`src/rtl/uart_core_cfg.sv`:
```
// uart_core_cfg: runtime-configurable UART with a shared baud tick,
// 16x oversampled receiver, transmitter and an FWFT FIFO per direction.
module uart_core_cfg #(
    parameter int DIV_W      = 11,
    parameter int FIFO_AW    = 4,
    parameter int OVERSAMPLE = 16
) (
    input  logic             clk,
    input  logic             reset_n,
    input  logic [DIV_W-1:0] cfg_divisor,
    input  logic [1:0]       cfg_data_bits,
    input  logic [1:0]       cfg_parity,
    input  logic             cfg_stop2,
    input  logic [7:0]       w_data,
    input  logic             wr_uart,
    output logic             tx_full,
    output logic             tx_busy,
    output logic             tx,
    input  logic             rx,
    input  logic             rd_uart,
    output logic [7:0]       rx_data,
    output logic             rx_empty,
    output logic             rx_parity_err,
    output logic             rx_frame_err,
    output logic             rx_overrun,
    input  logic             clr_err
);
    localparam int DEPTH = 2 ** FIFO_AW;
    localparam int CW    = FIFO_AW + 1;
    localparam int SW    = $clog2(OVERSAMPLE);
    localparam logic [SW-1:0] OS_LAST  = SW'(OVERSAMPLE - 1);
    localparam logic [SW-1:0] OS_HALF  = SW'(OVERSAMPLE / 2 - 1);
    localparam logic [CW-1:0] CNT_FULL = CW'(DEPTH);

    typedef enum logic [2:0] {
        S_IDLE, S_START, S_DATA, S_PAR, S_STOP
    } state_t;

    logic [DIV_W-1:0] div_cnt;
    logic             tick;

    assign tick = (div_cnt == cfg_divisor);

    always_ff @(posedge clk) begin
        if (!reset_n)  div_cnt <= '0;
        else if (tick) div_cnt <= '0;
        else           div_cnt <= div_cnt + 1'b1;
    end

    logic rx_meta, rx_s;

    always_ff @(posedge clk) begin
        if (!reset_n) begin
            rx_meta <= 1'b1;
            rx_s    <= 1'b1;
        end else begin
            rx_meta <= rx;
            rx_s    <= rx_meta;
        end
    end

    logic [7:0]         txf_mem [DEPTH];
    logic [FIFO_AW-1:0] txf_wp, txf_rp;
    logic [CW-1:0]      txf_cnt;
    logic               txf_full, txf_empty, txf_we, txf_re;
    logic [7:0]         rxf_mem [DEPTH];
    logic [FIFO_AW-1:0] rxf_wp, rxf_rp;
    logic [CW-1:0]      rxf_cnt;
    logic               rxf_full, rxf_empty, rxf_we, rxf_re;

    // Receiver
    state_t        rx_st, rx_nx;
    logic [SW-1:0] rx_sc;
    logic [2:0]    rx_bc;
    logic [7:0]    rx_sh;
    logic [1:0]    rx_bits, rx_par;
    logic          rx_stop2, rx_wr;
    logic          rx_start, rx_go, rx_end, rx_last_bit, rx_last_stop;
    logic          rx_exp_par, perr_set, ferr_set, ovr_set;

    always_ff @(posedge clk) begin
        if (!reset_n) rx_st <= S_IDLE;
        else          rx_st <= rx_nx;
    end

    always_comb begin
        rx_nx = rx_st;
        unique case (rx_st)
            S_IDLE:  if (!rx_s) rx_nx = S_START;
            S_START: if (tick && rx_sc == OS_HALF)
                         rx_nx = rx_s ? S_IDLE : S_DATA;
            S_DATA:  if (rx_end && rx_last_bit)
                         rx_nx = (^rx_par) ? S_PAR : S_STOP;
            S_PAR:   if (rx_end) rx_nx = S_STOP;
            S_STOP:  if (rx_end && rx_last_stop) rx_nx = S_IDLE;
            default: rx_nx = S_IDLE;
        endcase
    end

    always_comb begin
        rx_end       = tick && (rx_sc == OS_LAST);
        rx_last_bit  = (rx_bc == 3'd4 + {1'b0, rx_bits});
        rx_last_stop = (rx_bc[0] == rx_stop2);
        rx_start     = (rx_st == S_IDLE) && !rx_s;
        rx_go        = (rx_st == S_START) && tick &&
                       (rx_sc == OS_HALF) && !rx_s;
        rx_exp_par   = (^rx_sh) ^ (rx_par == 2'b10);
        perr_set     = (rx_st == S_PAR) && rx_end && (rx_s != rx_exp_par);
        ferr_set     = (rx_st == S_STOP) && rx_end && !rx_s;
    end

    always_ff @(posedge clk) begin
        if (!reset_n) begin
            rx_sc    <= '0;
            rx_bc    <= '0;
            rx_sh    <= '0;
            rx_bits  <= '0;
            rx_par   <= '0;
            rx_stop2 <= 1'b0;
        end else if (rx_start) begin
            rx_sc    <= '0;
            rx_bc    <= '0;
            rx_sh    <= '0;
            rx_bits  <= cfg_data_bits;
            rx_par   <= cfg_parity;
            rx_stop2 <= cfg_stop2;
        end else if (rx_go) begin
            rx_sc <= '0;
        end else if (tick && rx_st != S_IDLE) begin
            rx_sc <= rx_end ? '0 : rx_sc + 1'b1;
            if (rx_end) begin
                case (rx_st)
                    S_DATA: begin
                        rx_sh[rx_bc] <= rx_s;
                        rx_bc <= rx_last_bit ? '0 : rx_bc + 1'b1;
                    end
                    S_STOP:  rx_bc <= rx_bc + 1'b1;
                    default: ;
                endcase
            end
        end
    end

    // The byte lands in the FIFO the cycle after the final stop sample
    always_ff @(posedge clk) begin
        if (!reset_n) rx_wr <= 1'b0;
        else rx_wr <= (rx_st == S_STOP) && rx_end && rx_last_stop;
    end

    assign ovr_set = rx_wr && !rxf_we;

    always_ff @(posedge clk) begin
        if (!reset_n || clr_err) begin
            rx_parity_err <= 1'b0;
            rx_frame_err  <= 1'b0;
            rx_overrun    <= 1'b0;
        end else begin
            if (perr_set) rx_parity_err <= 1'b1;
            if (ferr_set) rx_frame_err  <= 1'b1;
            if (ovr_set)  rx_overrun    <= 1'b1;
        end
    end

    // Transmitter
    state_t        tx_st, tx_nx;
    logic [SW-1:0] tx_sc;
    logic [2:0]    tx_bc;
    logic [7:0]    tx_sh, tx_mask;
    logic [1:0]    tx_bits, tx_par;
    logic          tx_stop2, tx_pop, tx_end, tx_last_bit, tx_last_stop;

    assign tx_mask = 8'hFF >> (2'd3 - cfg_data_bits);

    always_ff @(posedge clk) begin
        if (!reset_n) tx_st <= S_IDLE;
        else          tx_st <= tx_nx;
    end

    always_comb begin
        tx_nx = tx_st;
        unique case (tx_st)
            S_IDLE:  if (!txf_empty) tx_nx = S_START;
            S_START: if (tx_end) tx_nx = S_DATA;
            S_DATA:  if (tx_end && tx_last_bit)
                         tx_nx = (^tx_par) ? S_PAR : S_STOP;
            S_PAR:   if (tx_end) tx_nx = S_STOP;
            S_STOP:  if (tx_end && tx_last_stop) tx_nx = S_IDLE;
            default: tx_nx = S_IDLE;
        endcase
    end

    always_comb begin
        tx_end       = tick && (tx_sc == OS_LAST);
        tx_last_bit  = (tx_bc == 3'd4 + {1'b0, tx_bits});
        tx_last_stop = (tx_bc[0] == tx_stop2);
        tx_pop       = (tx_st == S_IDLE) && !txf_empty;
        tx_busy      = (tx_st != S_IDLE);
        unique case (tx_st)
            S_START: tx = 1'b0;
            S_DATA:  tx = tx_sh[tx_bc];
            S_PAR:   tx = (^tx_sh) ^ (tx_par == 2'b10);
            default: tx = 1'b1;
        endcase
    end

    always_ff @(posedge clk) begin
        if (!reset_n) begin
            tx_sc    <= '0;
            tx_bc    <= '0;
            tx_sh    <= '0;
            tx_bits  <= '0;
            tx_par   <= '0;
            tx_stop2 <= 1'b0;
        end else if (tx_pop) begin
            tx_sc    <= '0;
            tx_bc    <= '0;
            tx_sh    <= txf_mem[txf_rp] & tx_mask;
            tx_bits  <= cfg_data_bits;
            tx_par   <= cfg_parity;
            tx_stop2 <= cfg_stop2;
        end else if (tick && tx_st != S_IDLE) begin
            tx_sc <= tx_end ? '0 : tx_sc + 1'b1;
            if (tx_end) begin
                case (tx_st)
                    S_DATA:  tx_bc <= tx_last_bit ? '0 : tx_bc + 1'b1;
                    S_STOP:  tx_bc <= tx_bc + 1'b1;
                    default: ;
                endcase
            end
        end
    end

    // FWFT FIFOs
    assign txf_full  = (txf_cnt == CNT_FULL);
    assign txf_empty = (txf_cnt == '0);
    assign txf_we    = wr_uart && (!txf_full || tx_pop);
    assign txf_re    = tx_pop;
    assign tx_full   = txf_full;

    always_ff @(posedge clk) begin
        if (txf_we) txf_mem[txf_wp] <= w_data;
    end

    always_ff @(posedge clk) begin
        if (!reset_n) begin
            txf_wp  <= '0;
            txf_rp  <= '0;
            txf_cnt <= '0;
        end else begin
            if (txf_we) txf_wp <= txf_wp + 1'b1;
            if (txf_re) txf_rp <= txf_rp + 1'b1;
            txf_cnt <= txf_cnt + CW'(txf_we) - CW'(txf_re);
        end
    end

    assign rxf_full  = (rxf_cnt == CNT_FULL);
    assign rxf_empty = (rxf_cnt == '0);
    assign rxf_we    = rx_wr && (!rxf_full || rd_uart);
    assign rxf_re    = rd_uart && (!rxf_empty || rx_wr);
    assign rx_empty  = rxf_empty;
    assign rx_data   = rxf_empty ? 8'h00 : rxf_mem[rxf_rp];

    always_ff @(posedge clk) begin
        if (rxf_we) rxf_mem[rxf_wp] <= rx_sh;
    end

    always_ff @(posedge clk) begin
        if (!reset_n) begin
            rxf_wp  <= '0;
            rxf_rp  <= '0;
            rxf_cnt <= '0;
        end else begin
            if (rxf_we) rxf_wp <= rxf_wp + 1'b1;
            if (rxf_re) rxf_rp <= rxf_rp + 1'b1;
            rxf_cnt <= rxf_cnt + CW'(rxf_we) - CW'(rxf_re);
        end
    end

endmodule

```
`config.mk`:
```
export PLATFORM = sky130hd
export DESIGN_NAME = uart_core_cfg
export DESIGN_NICKNAME = d
export VERILOG_FILES = /design/src/rtl/uart_core_cfg.sv
export SDC_FILE = /design/constraint.sdc
export NUM_CORES = 1
export LEC_CHECK = 0
export ABC_AREA = 1
export CAP_MARGIN = 20
export CORE_MARGIN = 3
export CORE_UTILIZATION = 57
export DETAILED_ROUTE_END_ITERATION = 8
export GPL_ROUTABILITY_DRIVEN = 0
export GPL_TIMING_DRIVEN = 0
export PLACE_DENSITY = 0.75
export SYNTH_ARGS = -nofsm -noshare
export SYNTH_HDL_FRONTEND = slang
export SYNTH_SLANG_ARGS = --single-unit
```
`constraint.sdc`:
```
create_clock -name clk -period 3.2 [get_ports clk]
set_clock_uncertainty 0.15 [all_clocks]
set_input_delay 0.48 -clock clk [delete_from_list [all_inputs] [get_ports clk]]
set_output_delay 0.48 -clock clk [all_outputs]
set_load 0.05 [all_outputs]
```
==> report_table.html, run 1 <==
<table>
<tr><th>Metric</th><th>Value</th></tr>
<tr><th colspan="2">Run status</th></tr>
<tr><td>Outcome</td><td>completed</td></tr>
<tr><th colspan="2">Synthesis</th></tr>
<tr><td>Leading register cell type out of synthesis</td><td>sky130_fd_sc_hd__edfxtp_1</td></tr>
<tr><td>Share of synthesized area occupied by flip-flops and latches</td><td>approximately 64%</td></tr>
<tr><td>Post-synthesis adder-cell area fraction</td><td>2.594%</td></tr>
<tr><td>Flops &amp; latches, synth</td><td>around 350</td></tr>
<tr><td>Yosys warnings</td><td>0</td></tr>
<tr><td>Dominant combinational cell family by area after synthesis</td><td>simple AND/OR/NAND/NOR gates</td></tr>
<tr><td>Average size of a mapped cell</td><td>around 10 µm²</td></tr>
<tr><td>Post-synth design cell area</td><td>15050 µm²</td></tr>
<tr><td>Area fraction in compound gates after synthesis</td><td>12.93%</td></tr>
<tr><td>Mux contribution to synthesized area</td><td>less than 1%</td></tr>
<tr><td>Synthesized instance count</td><td>1437</td></tr>
<tr><td>Fraction of registers with async set or reset after synthesis</td><td>0%</td></tr>
<tr><td>Fraction of synthesized cell area in xor and xnor cells</td><td>1.571%</td></tr>
<tr><td>Number of enable flip-flop cells after synthesis</td><td>256</td></tr>
<tr><td>Synthesized-area fraction occupied by and/or/nand/nor cells</td><td>14.13%</td></tr>
<tr><td>Number of different library cells in the post-synthesis netlist</td><td>45</td></tr>
<tr><td>Net count of the mapped netlist</td><td>1497</td></tr>
<tr><th colspan="2">Finish</th></tr>
<tr><td>Fraction of final layout cells with drive strength greater than 1</td><td>7.563%</td></tr>
<tr><td>Final-layout fill cell count</td><td>1905</td></tr>
<tr><td>Area occupied by multi-input gates</td><td>around 4800 µm²</td></tr>
<tr><td>Area of all sequential standard cells</td><td>9629 µm²</td></tr>
<tr><td>Count of nets after finishing</td><td>1578</td></tr>
<tr><td>Signed area change from the synthesized netlist to the final layout</td><td>13.80%</td></tr>
<tr><td>Diodes inserted</td><td>0</td></tr>
<tr><th colspan="2">Detailed routing</th></tr>
<tr><td>Iteration-0 DRC Markers</td><td>~1200</td></tr>
<tr><td>Routed len/inst</td><td>18.57 µm</td></tr>
<tr><td>Routed WL</td><td>34860 µm</td></tr>
<tr><td>DR DRC count</td><td>0</td></tr>
<tr><td>Detailed Routing Iterations Pass 1</td><td>7</td></tr>
<tr><td>Antenna-violating nets left</td><td>0</td></tr>
<tr><td>Total via count after detailed routing</td><td>between 10000 and 15000</td></tr>
<tr><td>Routed vias/inst</td><td>5.783</td></tr>
<tr><th colspan="2">STA</th></tr>
<tr><td>Remaining max-slew budget at the tightest pin</td><td>30.59%</td></tr>
<tr><td>Upper clock frequency limit</td><td>320.1 MHz</td></tr>
<tr><td>Fraction of the cycle the final worst path needs</td><td>97.62%</td></tr>
<tr><td>Worst-margin pin slew</td><td>1.037 ns</td></tr>
<tr><td>Number of max-slew violations in the final report</td><td>0</td></tr>
<tr><td>Clock period minus worst slack</td><td>roughly 3.1 ns</td></tr>
<tr><td>Setup WS post-layout</td><td>0.07617 ns</td></tr>
<tr><td>Unrepaired setup endpoints after global routing</td><td>yes</td></tr>
<tr><td>Aggregate negative setup slack</td><td>0 ns</td></tr>
<tr><td>Final count of negative-setup-slack endpoints</td><td>0</td></tr>
<tr><td>Hold Vio Cnt, Final</td><td>0</td></tr>
<tr><th colspan="2">Setup path</th></tr>
<tr><td>Critical path, cell by cell</td><td>clkbuf_2 -&gt; inv_2 -&gt; clkbuf_4 -&gt; o21ai_0 -&gt; o221ai_1 -&gt; nand3_1 -&gt; a21oi_1 -&gt; clkbuf_4</td></tr>
<tr><td>Arrival time reported for the critical path endpoint</td><td>about 2.5 ns</td></tr>
<tr><td>Peak fanout along the critical path</td><td>10</td></tr>
<tr><td>Worst flop-to-flop path startpoint</td><td>rxf_cnt[3]$_SDFF_PN0_</td></tr>
<tr><td>Cell type with the highest occurrence count on the critical path</td><td>sky130_fd_sc_hd__clkbuf_4</td></tr>
<tr><td>Largest stage delay, worst path</td><td>0.32 ns</td></tr>
<tr><td>CP Launch Type</td><td>flop</td></tr>
<tr><td>Worst-case register-to-register setup slack</td><td>approximately 0.24 ns</td></tr>
<tr><td>Crit path max-delay cell type</td><td>sky130_fd_sc_hd__dfxtp_1</td></tr>
<tr><td>Type of the worst setup path</td><td>flop to output pin</td></tr>
<tr><td>Critical path endpoint category</td><td>output pin</td></tr>
<tr><td>CP Data Required Time</td><td>approximately 2.6 ns</td></tr>
<tr><td>Worst-case reg-to-reg path depth</td><td>16</td></tr>
<tr><td>Crit Reg-Reg Endpoint</td><td>rxf_cnt[4]$_SDFF_PN0_</td></tr>
<tr><th colspan="2">Clock tree</th></tr>
<tr><td>Root Buffer</td><td>sky130_fd_sc_hd__clkbuf_16</td></tr>
<tr><td>Post-CTS Setup Bufs</td><td>0</td></tr>
<tr><td>CTS tree</td><td>built</td></tr>
<tr><td>Number of H-tree levels</td><td>2</td></tr>
<tr><td>Clock transition at path regs</td><td>0.06 ns</td></tr>
<tr><td>Clock network latency to the later pin of the worst-skew pair</td><td>0.52 ns</td></tr>
<tr><td>TritonCTS buffer count</td><td>37</td></tr>
<tr><td>Buffers from clock root to sink, at most</td><td>3</td></tr>
<tr><td>Number of clock sinks</td><td>353</td></tr>
<tr><th colspan="2">GRT</th></tr>
<tr><td>Via count of the first global-routing pass</td><td>10316</td></tr>
<tr><td>Number of antenna violations at the first check in global routing</td><td>0</td></tr>
<tr><td>Global Route Usage Sum</td><td>24.07%</td></tr>
<tr><td>Pin count of the biggest net entering global routing</td><td>19</td></tr>
<tr><td>Global-route wire length before repair</td><td>54230 µm</td></tr>
<tr><td>Global route total overflow</td><td>0</td></tr>
<tr><th colspan="2">Floorplan</th></tr>
<tr><td>Die Wd</td><td>168.5 µm</td></tr>
<tr><td>Core region area</td><td>25540 µm²</td></tr>
<tr><td>IO Count</td><td>45</td></tr>
<tr><td>Initial cell density of the core</td><td>58.91%</td></tr>
<tr><td>Floorplan die area</td><td>28390 µm²</td></tr>
<tr><td>Number of cell rows</td><td>58</td></tr>
<tr><td>Die Y</td><td>168.5 µm</td></tr>
<tr><th colspan="2">Pwr</th></tr>
<tr><td>Maximum vdd drop</td><td>0.5624 mV</td></tr>
<tr><td>Leakage dissipation</td><td>6.425 nW</td></tr>
<tr><td>Cell area power density</td><td>757.6 nW/µm²</td></tr>
<tr><th colspan="2">Placed design</th></tr>
<tr><td>Number of buffers inserted by port buffering</td><td>43</td></tr>
<tr><td>Dpl ws</td><td>-0.2242 ns</td></tr>
<tr><td>Final HPWL from detailed placement</td><td>23390 µm</td></tr>
<tr><th colspan="2">Worst hold path</th></tr>
<tr><td>Launch point of the worst hold path</td><td>rx_meta$_SDFF_PN1_</td></tr>
<tr><td>Capture endpoint of the worst hold path</td><td>rx_s$_SDFF_PN1_</td></tr>
<tr><td>Hold Path Stages</td><td>1</td></tr>
<tr><td>Hold crit path type</td><td>flop to flop</td></tr>
<tr><th colspan="2">Job</th></tr>
<tr><td>Max-cap violations</td><td>0</td></tr>
</table>
flip-flops by register name (all words and copies together) (netlist names), 4 cells and up, named ones only:
name,count
txf_wp,4
rx_sc,4
rxf_mem,128
rxf_rp,4
div_cnt,11
rxf_cnt,5
tx_sh,8
rx_sh,8
tx_sc,4
txf_rp,4
rxf_wp,4
txf_mem,128
txf_cnt,5
power by group:
group | switching, W | internal (W) | total (W)
Sequential | 0.000186 | 0.00511 | 0.00530
Combinational | 0.00239 | 0.00112 | 0.00351
Clock | 0.00170 | 0.00246 | 0.00416
Total | 0.00428 | 0.00870 | 0.0130
Yosys cell counts, types with 5 or more instances:
cell / instances / area (µm²)
sky130_fd_sc_hd__o221ai_1: 31 / 271.5
sky130_fd_sc_hd__xnor2_1: 21 / 183.9
sky130_fd_sc_hd__nand4_1: 7 / 43.79
sky130_fd_sc_hd__clkbuf_1: 44 / 165.2
sky130_fd_sc_hd__nor2_1: 266 / 998.5
sky130_fd_sc_hd__xor2_1: 6 / 52.55
sky130_fd_sc_hd__nand3_1: 51 / 255.2
sky130_fd_sc_hd__ha_1: 28 / 350.3
sky130_fd_sc_hd__or2_2: 5 / 31.28
sky130_fd_sc_hd__edfxtp_1: 256 / 7687
sky130_fd_sc_hd__nor3_1: 12 / 60.06
sky130_fd_sc_hd__o211ai_1: 33 / 247.7
sky130_fd_sc_hd__o21ai_0: 181 / 905.9
sky130_fd_sc_hd__buf_2: 8 / 40.04
sky130_fd_sc_hd__a21oi_1: 80 / 400.4
sky130_fd_sc_hd__inv_1: 119 / 446.7
sky130_fd_sc_hd__dfxtp_1: 97 / 1942
sky130_fd_sc_hd__nand2_1: 137 / 514.2
through the flow:
| stage | util, % | cell area (µm²) | instances | hold slack [ns] | total power, W |
|---|---|---|---|---|---|
| 6_report | 67.05 | 17130 | 1877 | 0.2648 | 0.01298 |
| 3_5_place_dp | 62.22 | 15890 | 1810 | 0.2537 | 0.008834 |
| 4_1_cts | 66.90 | 17090 | 1877 | 0.2675 | 0.01296 |
| 3_3_place_gp | 62.22 | 15890 | 1810 | 0.2522 | 0.008721 |
| 5_1_grt | 67.05 | 17130 | 1877 | 0.3005 | 0.01360 |
| 2_1_floorplan | - | 15050 | 1437 | 0.2425 | 0.007780 |
cell families (layout without fill, tap and decap cells):
family	Yosys count	in the layout
xor gates and xnor gates	27	27
DFF	353	353
muxes	2	2
adders and majority gates	30	30
buffers and inverters	183	293
and+or+nand+nor	500	500
AOI/OAI and AO/OA	342	342
routing by layer:
layer	vias up	track usage, %	routed length (µm)
met5	-	0	0
met4	0	9.036	1132
li1	5178	-	-
met3	79	3.083	2435
met1	5145	32.20	14150
met2	452	40.68	17140
area by class of cell:
class                   count  area share, %
plain buffers              56          1.461
well taps                 330          2.411
inverters                 126          2.762
repair buffers             43          2.360
flip-flops and latches    353          56.22
clock buffers              48          5.823
clock inverters            20          1.169
multi-input cells         901          27.79
worst max path at each step:
stage | startpoint | slack (ns) | cells after the start | to
after floorplan | rxf_cnt[3]$_SDFF_PN0_ | 0.18 | 16 | rxf_cnt[4]$_SDFF_PN0_
after global placement | flop | -0.23 | 8 | rx_data[6]
after detailed placement | flop | -0.22 | 8 | rx_data[6]
after CTS | flop | 0.005 | 8 | rx_data[7]
after global routing | flop | -0.01 | 8 | rx_data[7]
final | flop | 0.08 | 8 | rx_data[0]
worst max-delay path, delay by kind of cell, from the launching register on:
| family | cells | cell delay, ns |
|---|---|---|
| compound gates | 3 | 0.62 |
| buf+inv | 4 | 0.92 |
| flops | 1 | 0.32 |
| simple gates | 1 | 0.12 |
placed cells by master (no fill, tap or decap), types with 3 or more instances in the layout:
cell type / n
sky130_fd_sc_hd__a21oi_1: 80
sky130_fd_sc_hd__buf_2: 12
sky130_fd_sc_hd__clkinv_1: 8
sky130_fd_sc_hd__bufinv_16: 3
sky130_fd_sc_hd__clkinv_2: 7
sky130_fd_sc_hd__dfxtp_1: 97
sky130_fd_sc_hd__o22ai_1: 4
sky130_fd_sc_hd__clkdlybuf4s50_1: 34
sky130_fd_sc_hd__o21ai_0: 181
sky130_fd_sc_hd__clkbuf_16: 37
sky130_fd_sc_hd__ha_1: 28
sky130_fd_sc_hd__nand2_1: 137
sky130_fd_sc_hd__a211oi_1: 3
sky130_fd_sc_hd__o221ai_2: 4
sky130_fd_sc_hd__nor2_4: 5
sky130_fd_sc_hd__o211ai_1: 33
sky130_fd_sc_hd__clkbuf_4: 9
sky130_fd_sc_hd__nor3b_1: 4
sky130_fd_sc_hd__xor2_1: 6
sky130_fd_sc_hd__xnor2_1: 21
sky130_fd_sc_hd__clkbuf_1: 36
sky130_fd_sc_hd__buf_1: 4
sky130_fd_sc_hd__nor3_1: 12
sky130_fd_sc_hd__clkbuf_8: 3
sky130_fd_sc_hd__edfxtp_1: 256
sky130_fd_sc_hd__nor2_2: 3
sky130_fd_sc_hd__nor2_8: 3
sky130_fd_sc_hd__inv_1: 119
sky130_fd_sc_hd__inv_2: 4
sky130_fd_sc_hd__or2_2: 5
sky130_fd_sc_hd__clkbuf_2: 10
sky130_fd_sc_hd__nand4_1: 7
sky130_fd_sc_hd__nor2_1: 264
sky130_fd_sc_hd__nand3_1: 51
sky130_fd_sc_hd__o221ai_1: 27
what timing repair did:
item	CTS	global route
hold buffers	0	0
gates resized for setup	49	29
setup endpoints to repair	9	10
Note: power is estimated with default switching activity, not from simulation.
==> inputs of run 2 (changes only) <==
- HOLD_SLACK_MARGIN: not set -> 0.08
==> results of run 2 <==
Same layout as run 1: the final DEF is identical, and so are final timing and power.
==> inputs of run 3 (changes only) <==
- clock period: 3.2 -> 3.5 ns (I/O delays scaled with it)
==> run 3 against run 2 <==
Compared with the run above: routed wire length decreased by 0.49%; combinational power decreased by 9.4%; critical endpoint is now rx_data[6]; largest power group unchanged; non-clock buffer count increased by 1; worst hold slack about the same; largest cell class unchanged; sequential share of layout area about the same; global-route usage about the same.
==> report_table.html, run 3 (synthesized netlist as in run 1, its figures left out) <==
<table>
<tr><th>Metric</th><th>Value</th></tr>
<tr><th colspan="2">Run status</th></tr>
<tr><td>Outcome</td><td>completed</td></tr>
<tr><th colspan="2">STA</th></tr>
<tr><td>Final count of negative-setup-slack endpoints</td><td>0</td></tr>
<tr><td>Unrepaired setup endpoints after global routing</td><td>no</td></tr>
<tr><td>Aggregate negative setup slack</td><td>0 ns</td></tr>
<tr><td>Hold Vio Cnt, Final</td><td>0</td></tr>
<tr><td>Fraction of the cycle the final worst path needs</td><td>between 90% and 100%</td></tr>
<tr><td>Worst-margin pin slew</td><td>around 1 ns</td></tr>
<tr><td>Setup WS post-layout</td><td>0.1286 ns</td></tr>
<tr><td>Clock period minus worst slack</td><td>3.371 ns</td></tr>
<tr><td>Remaining max-slew budget at the tightest pin</td><td>a little under a third</td></tr>
<tr><td>Final-layout worst hold slack</td><td>0.2648 ns</td></tr>
<tr><td>Number of max-slew violations in the final report</td><td>0</td></tr>
<tr><td>Upper clock frequency limit</td><td>296.6 MHz</td></tr>
<tr><th colspan="2">Clock tree</th></tr>
<tr><td>TritonCTS buffer count</td><td>37</td></tr>
<tr><td>Post-CTS Setup Bufs</td><td>0</td></tr>
<tr><td>CTS tree</td><td>built</td></tr>
<tr><td>Buffers from clock root to sink, at most</td><td>3</td></tr>
<tr><td>Clock transition at path regs</td><td>0.06 ns</td></tr>
<tr><td>Number of clock sinks</td><td>353</td></tr>
<tr><td>Number of gates resized after cts</td><td>31</td></tr>
<tr><td>Number of H-tree levels</td><td>2</td></tr>
<tr><td>Hold Buf Count CTS</td><td>0</td></tr>
<tr><td>Clock network latency to the later pin of the worst-skew pair</td><td>0.52 ns</td></tr>
<tr><td>Root Buffer</td><td>sky130_fd_sc_hd__clkbuf_16</td></tr>
<tr><th colspan="2">GRT</th></tr>
<tr><td>Via count of the first global-routing pass</td><td>10327</td></tr>
<tr><td>Pin count of the biggest net entering global routing</td><td>19</td></tr>
<tr><td>Number of antenna violations at the first check in global routing</td><td>0</td></tr>
<tr><td>Global Route Usage Sum</td><td>24.07%</td></tr>
<tr><td>Global route total overflow</td><td>0</td></tr>
<tr><td>Global-route wire length before repair</td><td>approximately 54000 µm</td></tr>
<tr><th colspan="2">Finish</th></tr>
<tr><td>Final-layout fill cell count</td><td>1910</td></tr>
<tr><td>Diodes inserted</td><td>0</td></tr>
<tr><td>Post-route non-filler standard cell count</td><td>~1900</td></tr>
<tr><td>Top library cells by usage in the layout, fill and taps aside</td><td>sky130_fd_sc_hd__nor2_1 (266), sky130_fd_sc_hd__edfxtp_1 (256), sky130_fd_sc_hd__o21ai_0 (181)</td></tr>
<tr><td>Signed area change from the synthesized netlist to the final layout</td><td>13.73%</td></tr>
<tr><td>Most frequent standard cell in the layout excluding fill and tap cells</td><td>sky130_fd_sc_hd__nor2_1</td></tr>
<tr><td>Count of nets after finishing</td><td>1579</td></tr>
<tr><td>Top flop regs</td><td>rxf_mem x128, txf_mem x128, div_cnt x11</td></tr>
<tr><td>Final core utilization</td><td>approximately 67%</td></tr>
<tr><td>Fraction of final layout cells with drive strength greater than 1</td><td>6.977%</td></tr>
<tr><th colspan="2">Placed design</th></tr>
<tr><td>Cells after DPL</td><td>~1800</td></tr>
<tr><td>Dpl ws</td><td>0.03075 ns</td></tr>
<tr><td>Number of buffers inserted by port buffering</td><td>between 40 and 50</td></tr>
<tr><td>Final HPWL from detailed placement</td><td>23390 µm</td></tr>
<tr><th colspan="2">Pwr</th></tr>
<tr><td>Cell area power density</td><td>691.5 nW/µm²</td></tr>
<tr><td>Leakage dissipation</td><td>6.405 nW</td></tr>
<tr><td>Maximum vdd drop</td><td>0.5116 mV</td></tr>
<tr><th colspan="2">Detailed routing</th></tr>
<tr><td>Routed vias/inst</td><td>5.773</td></tr>
<tr><td>Routed len/inst</td><td>18.47 µm</td></tr>
<tr><td>Antenna-violating nets left</td><td>0</td></tr>
<tr><td>Iteration-0 DRC Markers</td><td>1173</td></tr>
<tr><td>DR DRC count</td><td>0</td></tr>
<tr><td>Total via count after detailed routing</td><td>10841</td></tr>
<tr><td>Routed WL</td><td>around 35000 µm</td></tr>
<tr><td>Detailed Routing Iterations Pass 1</td><td>6</td></tr>
<tr><th colspan="2">Job</th></tr>
<tr><td>Max-cap violations</td><td>0</td></tr>
<tr><th colspan="2">Floorplan</th></tr>
<tr><td>Floorplan die area</td><td>approximately 28000 µm²</td></tr>
<tr><td>Number of cell rows</td><td>58</td></tr>
<tr><td>Initial cell density of the core</td><td>about three fifths</td></tr>
<tr><td>Core region area</td><td>around 26000 µm²</td></tr>
<tr><td>Die Y</td><td>168.5 µm</td></tr>
<tr><td>Die Wd</td><td>around 170 µm</td></tr>
<tr><td>IO Count</td><td>45</td></tr>
<tr><th colspan="2">Setup path</th></tr>
<tr><td>CP Launch Type</td><td>flop</td></tr>
<tr><td>Arrival time reported for the critical path endpoint</td><td>2.70 ns</td></tr>
<tr><td>Cell family with the largest share of critical-path delay</td><td>buffers and inverters</td></tr>
<tr><td>Cell type with the highest occurrence count on the critical path</td><td>sky130_fd_sc_hd__clkbuf_2</td></tr>
<tr><td>Crit path max-delay cell type</td><td>sky130_fd_sc_hd__clkdlybuf4s15_2</td></tr>
<tr><td>Type of the worst setup path</td><td>flop to output pin</td></tr>
<tr><td>CP bufs+invs</td><td>4</td></tr>
<tr><td>Peak fanout along the critical path</td><td>10</td></tr>
<tr><td>Critical path, cell by cell</td><td>clkbuf_2 -&gt; inv_2 -&gt; clkbuf_2 -&gt; nor2_1 -&gt; o221ai_1 -&gt; nand3_1 -&gt; a21oi_1 -&gt; clkdlybuf4s15_2</td></tr>
<tr><td>Largest stage delay, worst path</td><td>around 0.40 ns</td></tr>
<tr><td>Critical path endpoint category</td><td>output pin</td></tr>
<tr><td>CP Data Required Time</td><td>2.82 ns</td></tr>
<tr><th colspan="2">Worst hold path</th></tr>
<tr><td>Hold crit path type</td><td>flop to flop</td></tr>
</table>
[run 3: changes by cell type in the layout (fill, tap and decap cells not counted), moves of 2 or more]
cell,delta
sky130_fd_sc_hd__o221ai_2,-4
sky130_fd_sc_hd__clkdlybuf4s15_2,+8
sky130_fd_sc_hd__nor2_4,-2
sky130_fd_sc_hd__o221ai_1,+4
sky130_fd_sc_hd__clkbuf_2,+2
sky130_fd_sc_hd__clkbuf_4,-9
sky130_fd_sc_hd__nor2_1,+2
sky130_fd_sc_hd__buf_2,-4
sky130_fd_sc_hd__clkbuf_1,+5
[run 3: metal layers]
layer	global-route usage (%)	vias up	part of all wire (%)	wire (µm)
met4	9.072	0	3.4	1196
met3	3.083	87	6.8	2346
li1	-	5178	-	-
met2	40.69	457	49	17000
met5	0	-	0	0
met1	32.18	5119	41	14140
[run 3: path summary, 6_finish.rpt]
| kind | start | endpoint | depth (start not counted) | slack, ns |
|---|---|---|---|---|
| worst max register to register | rxf_cnt[3]$_SDFF_PN0_ | rxf_cnt[4]$_SDFF_PN0_ | 16 | 0.42 |
| worst max-delay path | flop | rx_data[6] | 8 | 0.13 |
| worst min-delay path | rx_meta$_SDFF_PN1_ | rx_s$_SDFF_PN1_ | 1 | 0.26 |
| worst min register to register | rx_meta$_SDFF_PN1_ | rx_s$_SDFF_PN1_ | 1 | 0.26 |
[run 3: final cells by class]
| class | count | area (µm²) | share of cell area, % |
|---|---|---|---|
| clock inverter | 20 | 200.2 | 1.170 |
| timing repair buffer | 43 | 440.4 | 2.573 |
| tap | 330 | 412.9 | 2.412 |
| multi-input combinational | 901 | 4720 | 27.58 |
| buffer | 57 | 242.7 | 1.418 |
| clock buffer | 48 | 997.2 | 5.826 |
| inverter | 126 | 473.0 | 2.763 |
| sequential | 353 | 9629 | 56.26 |
[run 3: report_power, final]
part           total, W  leakage (nW)  internal (W)  switching (W)
clock network   0.00382         0.583       0.00225        0.00157
registers       0.00484          3.44       0.00468       0.000165
logic           0.00318          2.38       0.00103        0.00215
total            0.0118          6.41       0.00795        0.00388
[run 3: per-stage QoR]
step           power (W)  instance area, µm²
6_report         0.01184               17120
5_1_grt          0.01242               17120
4_1_cts          0.01186               17110
3_5_place_dp    0.008076               15890
3_3_place_gp    0.007974               15890
2_1_floorplan   0.007113               15050
[run 3: worst reg2reg max path, delay by kind of cell, from the launching register on]
family	cells	cell delay [ns]
buf+inv	4	0.29
compound gates	3	0.31
simple gates	5	0.91
fa+ha+maj	4	0.98
flops	1	0.32
